$ cat config.mk
export PLATFORM = sky130hd
export DESIGN_NAME = key_char_fifo
export DESIGN_NICKNAME = d
export VERILOG_FILES = /design/src/rtl/key_fifo_pkg.sv /design/src/rtl/key_fifo_mem.sv /design/src/rtl/key_char_fifo.sv
export SDC_FILE = /design/constraint.sdc
export NUM_CORES = 1
export LEC_CHECK = 0
export CORE_ASPECT_RATIO = 1.25
export CORE_MARGIN = 2
export CORE_UTILIZATION = 40
export DETAILED_ROUTE_END_ITERATION = 8
export HOLD_SLACK_MARGIN = 0.1
export PLACE_DENSITY_LB_ADDON = 0.15
export SLEW_MARGIN = 20
export SYNTH_ARGS = -nofsm -noshare
export SYNTH_HDL_FRONTEND = slang
export SYNTH_HIERARCHICAL = 1
export SYNTH_SLANG_ARGS = --single-unit
$ cat constraint.sdc
create_clock -name clk -period 2.8 [get_ports clk]
set_input_delay 0.42 -clock clk [delete_from_list [all_inputs] [get_ports clk]]
set_output_delay 0.42 -clock clk [all_outputs]
set_load 0.1 [all_outputs]
$ cat src/rtl/key_fifo_pkg.sv
// Purpose : constants and helpers shared by the keyboard character FIFO and the decoder.
// Latency : n/a (package only).
// Backpr. : n/a.
//
// Contents: KEY_WIDTH / KEY_DEPTH defaults, key_log2() sizing helper,
//           ASCII control characters the decoder emits.
package key_fifo_pkg;

   localparam int KEY_WIDTH = 8;
   localparam int KEY_DEPTH = 16;

   localparam logic [7:0] KEY_BS = 8'h08;   // backspace
   localparam logic [7:0] KEY_NL = 8'h0A;   // newline

   // Ceiling log2, used only for elaboration-time sizing.
   function automatic int key_log2(input int n);
      int r;
      r = 0;
      for (int i = 0; i < 31; i++) begin
         if ((1 << i) < n) r = i + 1;
      end
      return r;
   endfunction

endpackage

$ cat src/rtl/key_fifo_mem.sv
// Purpose : DEPTH x WIDTH character storage for key_char_fifo.
// Latency : write lands at the clock edge; read port is combinational from raddr.
// Backpr. : none; the caller qualifies we.
//
// Ports: clk; we/waddr/wdata write port; raddr/rdata asynchronous read port.
// Contents are deliberately not reset: the FIFO gates rd_data with its empty flag.
module key_fifo_mem
   import key_fifo_pkg::*;
#(
   parameter int WIDTH = KEY_WIDTH,
   parameter int DEPTH = KEY_DEPTH,
   localparam int AW   = key_log2(DEPTH)
) (
   input  logic             clk,
   input  logic             we,
   input  logic [AW-1:0]    waddr,
   input  logic [WIDTH-1:0] wdata,
   input  logic [AW-1:0]    raddr,
   output logic [WIDTH-1:0] rdata
);

   logic [WIDTH-1:0] mem [DEPTH];

   always_ff @(posedge clk) begin
      if (we) mem[waddr] <= wdata;
   end

   assign rdata = mem[raddr];

endmodule

$ cat src/rtl/key_char_fifo.sv
// Purpose : first-word-fall-through FIFO buffering keyboard characters for the processor port.
// Latency : push visible on rd_data/flags one cycle later; pop advances rd_data one cycle later.
// Backpr. : no ready to the decoder; a push while full (without pop) is dropped and flagged.
//
// Ports: clk, reset_n (async, active low); push/push_data from the decoder; pop from the
//        processor port; clear = synchronous flush overriding push/pop; rd_data (0 when empty),
//        empty, full, count (0..DEPTH), sticky overflow.
// Build option: define KEY_FIFO_DROP_CNT_EN to add drop_cnt[7:0], a saturating count of
//        dropped pushes, cleared by reset and clear.
module key_char_fifo
   import key_fifo_pkg::*;
#(
   parameter int WIDTH = KEY_WIDTH,
   parameter int DEPTH = KEY_DEPTH,
   localparam int PTR_W = key_log2(DEPTH)
) (
   input  logic             clk,
   input  logic             reset_n,
   input  logic             push,
   input  logic [WIDTH-1:0] push_data,
   input  logic             pop,
   input  logic             clear,
   output logic [WIDTH-1:0] rd_data,
   output logic             empty,
   output logic             full,
   output logic [PTR_W:0]   count,
`ifdef KEY_FIFO_DROP_CNT_EN
   output logic [7:0]       drop_cnt,
`endif
   output logic             overflow
);

   // Pointers carry one extra wrap bit so full and empty are distinguishable.
   logic [PTR_W:0]   wr_ptr, rd_ptr;
   logic [PTR_W:0]   wr_ptr_nxt, rd_ptr_nxt;
   logic             push_ok, pop_ok, drop;
   logic [WIDTH-1:0] mem_rdata;

   // A pop frees a slot in the same edge, so push while full is fine if pop is present.
   assign pop_ok  = pop && !empty;
   assign push_ok = push && (!full || pop);
   assign drop    = push && full && !pop;

   always_comb begin
      wr_ptr_nxt = wr_ptr + {{PTR_W{1'b0}}, push_ok};
      rd_ptr_nxt = rd_ptr + {{PTR_W{1'b0}}, pop_ok};
   end

   always_ff @(posedge clk or negedge reset_n) begin
      if (!reset_n) begin
         wr_ptr   <= '0;
         rd_ptr   <= '0;
         count    <= '0;
         empty    <= 1'b1;
         full     <= 1'b0;
         overflow <= 1'b0;
      end else if (clear) begin
         wr_ptr   <= '0;
         rd_ptr   <= '0;
         count    <= '0;
         empty    <= 1'b1;
         full     <= 1'b0;
         overflow <= 1'b0;
      end else begin
         wr_ptr <= wr_ptr_nxt;
         rd_ptr <= rd_ptr_nxt;
         // Modular pointer difference is exact over 0..DEPTH thanks to the wrap bit.
         count  <= wr_ptr_nxt - rd_ptr_nxt;
         empty  <= (wr_ptr_nxt == rd_ptr_nxt);
         full   <= (wr_ptr_nxt[PTR_W] != rd_ptr_nxt[PTR_W]) &&
                   (wr_ptr_nxt[PTR_W-1:0] == rd_ptr_nxt[PTR_W-1:0]);
         if (drop) overflow <= 1'b1;
      end
   end

`ifdef KEY_FIFO_DROP_CNT_EN
   always_ff @(posedge clk or negedge reset_n) begin
      if (!reset_n) begin
         drop_cnt <= '0;
      end else if (clear) begin
         drop_cnt <= '0;
      end else if (drop && (drop_cnt != 8'hFF)) begin
         drop_cnt <= drop_cnt + 8'd1;
      end
   end
`endif

   key_fifo_mem #(
      .WIDTH (WIDTH),
      .DEPTH (DEPTH)
   ) u_mem (
      .clk   (clk),
      .we    (push_ok && !clear),
      .waddr (wr_ptr[PTR_W-1:0]),
      .wdata (push_data),
      .raddr (rd_ptr[PTR_W-1:0]),
      .rdata (mem_rdata)
   );

   // Storage is unreset, so the empty gate keeps rd_data at zero when nothing is held.
   assign rd_data = empty ? '0 : mem_rdata;

endmodule

Word-level counts from Yosys, hierarchy flattened
Memory sizes are Yosys's and may differ from the RTL's.
Index checks and enable logic that the tools add are counted.
{ "totals": {"register_bits": 18, "mem_bits_rw": 128, "out_inout_bits": 16, "word_cells": 35, "mem_count": 1} }
{ "op_classes": {"addsub": 3, "n_eq_ne": 3, "muxes": 10, "n_reduce_logical": 12} }
{ "mem_list": {"columns": ["name", "words", "width", "rd", "rd_clocked_by_memory_dff", "wr", "line_no", "rtl"], "rows": [
  ["u_mem.mem", 16, 8, 1, 0, 1, "key_fifo_mem.sv:22", "logic [WIDTH-1:0] mem [DEPTH];"]
]} }
{ "op_table": {"columns": ["cell", "count"], "rows": [
  ["$mux 5", 3],
  ["$add 5x1->5", 2],
  ["$mux 8", 1],
  ["$logic_and 1x1->1", 6],
  ["$mux 1", 6],
  ["$eq 5x5->1", 1],
  ["$sub 5x5->5", 1],
  ["$eq 4x4->1", 1],
  ["$logic_not 1->1", 4],
  ["$reduce_bool 2->1", 1],
  ["$logic_or 1x1->1", 1],
  ["$ne 1x1->1", 1]
]} }

Logic depth before layout (Yosys ltp)
{ "depth": {"depth_word": 7, "mapped_depth": 11, "depth_no_buf": 11} }

By module
Netlist, hierarchy kept.
{ "modules_own_cells": {"columns": ["module", "instances", "cells_per_inst", "area_per_inst_um2"], "rows": [
  ["key_fifo_mem", 1, 221, 4987.3],
  ["key_char_fifo", 1, 86, 975.9]
]} }

Least setup slack after synthesis
No wires, ideal clock.
{ "synth_path": {"kind": "flip-flop to output port", "startpoint": "register rd_ptr[0]", "endpoint": "output port rd_data[5]", "t_arrival_ps": 2502, "required_ps": 2380, "setup_slack_ps": -122, "path_stages_with_launch": 7, "path_buffers": 2, "cell_sequence": "dfrtp_1 -> buf_6 -> buf_4 -> mux4_2 -> a22oi_1 -> nand2_1 -> nor2b_1"} }
{ "synth_between": {"elab_chain_cells": 2} }
{ "synth_rtl": {"columns": ["item", "line_no", "rtl"], "rows": [
  ["start: declaration", "key_char_fifo.sv:34", "logic [PTR_W:0] wr_ptr, rd_ptr;"],
  ["start signal: assignment", "key_char_fifo.sv:66", "rd_ptr <= rd_ptr_nxt;"],
  ["$mem_v2 16x8", null, null],
  ["via mem_rdata[5]", "key_char_fifo.sv:37", "logic [WIDTH-1:0] mem_rdata;"],
  ["$mux 8", "key_char_fifo.sv:101", "assign rd_data = empty ? '0 : mem_rdata;"],
  ["end: declaration", "key_char_fifo.sv:23", "output logic [WIDTH-1:0] rd_data,"]
]} }
The timed path passes the listed nets, and every way through them passes these cells.

Worst setup path in the final report
{ "layout_path": {"startpoint": "register rd_ptr[0]", "endpoint": "output port rd_data[4]"} }
Same word-level chain as after synthesis.

==> summary.md <==
| Metric | Value |
|---|---|
| Mux cell area share after synthesis | `0.134` |
| CP Cell Sequence | `buf_12, buf_12, buf_4, mux4_2, a22oi_2, nand2_1, nor2b_2, buf_12` |
| Critical path buffer and inverter count | `4` |
| Synth Net Count | `329` |
| Area leader, netlist | `edfxtp_1` |
| Avg Cell Area, Syn | `between 15 and 20 µm²` |
| GRT met1 Usage | `0.190` |
| Post-synth top flop | `edfxtp_1` |
| Largest net degree at the start of global routing | `33` |
| Req. time, crit path | `2380 ps` |
| Slowest CP cell | `dfrtp_2` |
| CP Max Fanout | `7` |
| Synthesized flop and latch total | `146` |
| Worst clock skew | `~5.4 ps` |
| Drt pass-1 iters | `8` |
| Layout cells sized above 1 | `0.371` |
| Top Ports | `29` |
| Root buffer cell | `clkbuf_16` |
| HPWL after detailed placement | `8010 µm` |
| DRT antenna net count | `0` |
| Die area | `0.0159 mm²` |
| ANT cells | `0` |
| Crit-path leading delay family | `buffers and inverters` |
| Hold buffers post-CTS | `0` |
| Via density | `5.24` |
| Port Buffers | `28` |
| Leak | `about 2.6 nW` |
| RSZ-0062 raised after global routing | `yes` |
| Register area | `between 0.004 and 0.005 mm²` |
| Layout area overhead | `26.7%` |
| Max-Cap Viols | `0` |
| Fill cells | `1175` |
| Final setup fails | `0` |
| Via Count | `3047` |
| Clk buf depth | `2` |
| First-pass GRT wire length | `around 18000 µm` |
| Maximum VDD drop | `approximately 0.00044 V` |
| H-tree depth | `4` |
| Syn Inst Count | `307` |
| Critical path endpoint category | `output port` |
| Number of unique standard cell types used by synthesis | `38` |
| Row cnt | `49` |
| Syn Std Cell Area | `a little under 0.006 mm²` |
| Final global-route overflow total | `0` |
| Slew @ Worst Pin | `around 830 ps` |
| Path type of the worst setup path | `reg2out` |
| DP Area | `approximately 0.0068 mm²` |
| Complex-gate fraction of the synthesized area | `0.0281` |
| Clock slew at reported path FFs | `approximately 60 ps` |
| CTS Buf Count | `17` |
| Initial antenna violation count | `0` |
| Critical Path AT | `between 2000 and 2500 ps` |
| Post-synthesis adder-cell area fraction | `0.0201` |
| Asr flop ratio synth | `0.123` |
| Commonest non-fill, non-tap cell in the layout | `edfxtp_1` |
| Post-route setup TNS | `0 ps` |
| Fin crit share | `0.993` |
| GPL Wtd Cong | `0.709` |
| Final hold violations | `0` |
| Worst-skew pair later-pin latency | `roughly 410 ps` |
| Min Tclk post-route | `between 2000 and 3000 ps` |
| Slew Viols, Final | `0` |
| Starting Density | `0.412` |
| M2 GR Usage | `0.288` |
| Failing checks | `DRC` |
| Per-cell routed wire length | `~21 µm` |
| Post-synth EDFFs | `between 100 and 150` |
| Simple-gate share of the synthesized area | `0.0604` |
| Hold/Removal Path Class | `in2async` |
| PD cells | `745 mW/mm²` |
| Met3 usage | `0.0433` |
| CP peak stage delay | `510 ps` |
| Multi-input gate area | `~0.0016 mm²` |
| Detailed-route DRC error count | `2` |
| FMAX | `0.360 GHz` |
| Number of nets in the layout | `around 410` |
| Outcome | `finished, violations left` |
| DR iter-0 viols | `210` |
| Horiz. Die Dim | `about 110 µm` |
| Max_slew headroom | `0.443` |
| Largest family of logic cells by synthesized area | `multiplexers` |
| Cell mode on critical path | `buf_12` |
| CTS sink cnt | `about 150` |
| XOR/XNOR Fraction of Synth Area | `0.0185` |
| GRT Total Usage | `0.160` |
| Commonest non-fill, non-tap cells in the layout | `edfxtp_1, buf_4, mux4_2, nor2_1, clkbuf_16` |
| TritonCTS clock tree | `yes` |
| Ranking of synthesized cells by area | `edfxtp_1, dfrtp_1, mux4_2` |
| Die Y | `around 140 µm` |
| Final instance area | `approximately 0.0076 mm²` |
| Global route hottest layer | `met2` |
| Vias in the first global route | `about 3.2k` |
| Synth warnings | `6` |
| Post-synth top area share | `0.645` |
| Detailed Route WL | `around 12000 µm` |
| Critical path launch point type | `flip-flop` |
| Sequential fraction of the synthesis area | `0.720` |
| Core footprint | `between 0.01 and 0.015 mm²` |
## cells by family after synthesis
| family | count (synthesis) |
|---|---|
| fa+ha+maj | 9 |
| mux | 34 |
| flops | 146 |
| compound gates | 23 |
| xor+xnor | 10 |
| simple gates | 69 |
| buf+inv | 16 |
## cell usage after synthesis (2+ instances only)
library cell     instances
a21o_1                   2
nor2_1                  25
ha_1                     8
mux4_1                  14
nor2b_1                 17
nand3b_1                 2
mux4_2                  18
clkdlybuf4s25_2          3
nor3_1                   4
nand3_2                  2
edfxtp_1               128
a21oi_1                  2
nand2_1                  9
xor2_2                   2
nand3_1                  3
dfrtp_1                 17
inv_1                    4
buf_2                    4
nand2b_1                 2
buf_6                    3
a22oi_1                 16
xor2_1                   2
xnor2_1                  5
## worst paths after layout
kind                            from    endpoint  slack (ps)  depth (start not counted)
max reg2reg                rd_ptr[0]    count[4]         330                          9
max                        rd_ptr[0]  rd_data[4]          20                          8
max in group asynchronous    reset_n   rd_ptr[0]        1740                          1
min in group clk            overflow    overflow         520                          2
min reg2reg                 overflow    overflow         520                          2
min                          reset_n        full         490                          1
## through the flow
step                      hold WS [ps]   util  instances  power [mW]  setup slack, ps
after floorplan                    124      -        307        3.09              125
after global placement             505  0.467        536        3.39            -36.4
after detailed placement           507  0.467        536        3.39            -75.9
after CTS                          526  0.510        572        5.58             2.38
after global routing               568  0.522        582        5.83            -77.1
final                              493  0.522        582        5.62             19.1
## sequential cells by signal, indices dropped and copies added (netlist names)
| name | count |
|---|---|
| full | 1 |
| overflow | 1 |
| wr_ptr | 5 |
| count | 5 |
| u_mem/mem | 128 |
| empty | 1 |
| rd_ptr | 5 |
## worst register-to-register path, delay by kind of cell (launching register included)
family,cells,cell delay (ps)
AOI/OAI and AO/OA,2,340
buffers and inverters,2,250
and+or+nand+nor,1,60
adders and majority gates,3,930
DFF,1,500
muxes,1,270
## metal layers
layer | up-vias | wire length [µm]
met2 | 76 | 6870
met4 | 0 | 62
met1 | 1582 | 4880
met3 | 2 | 509
li1 | 1387 | -
met5 | - | 0
## timing repair
action                                 in CTS  in global routing
cloned                                      0                  1
gates resized for setup                     3                 25
pin swaps                                   0                  9
endpoints found under the hold margin       0                  0
setup buffers                               4                  9
setup endpoints to repair                   8                  7
## final cells by class
cell class                 count  area share
clock buffer                  18      0.0568
tap                          178      0.0295
sequential                   146       0.569
inverter                       4     0.00199
timing repair buffer          77       0.109
multi-input combinational    145       0.215
clock inverter                14      0.0184
## where the power goes
part / internal, mW / total, mW / switching, mW / leakage [nW]
Clock: 1.31 / 2.15 / 0.847 / 0.269
Sequential: 2.41 / 2.44 / 0.0269 / 1.39
Combinational: 0.446 / 1.03 / 0.585 / 0.977
Total: 4.16 / 5.62 / 1.46 / 2.64
(Power assumes the default switching activity.)
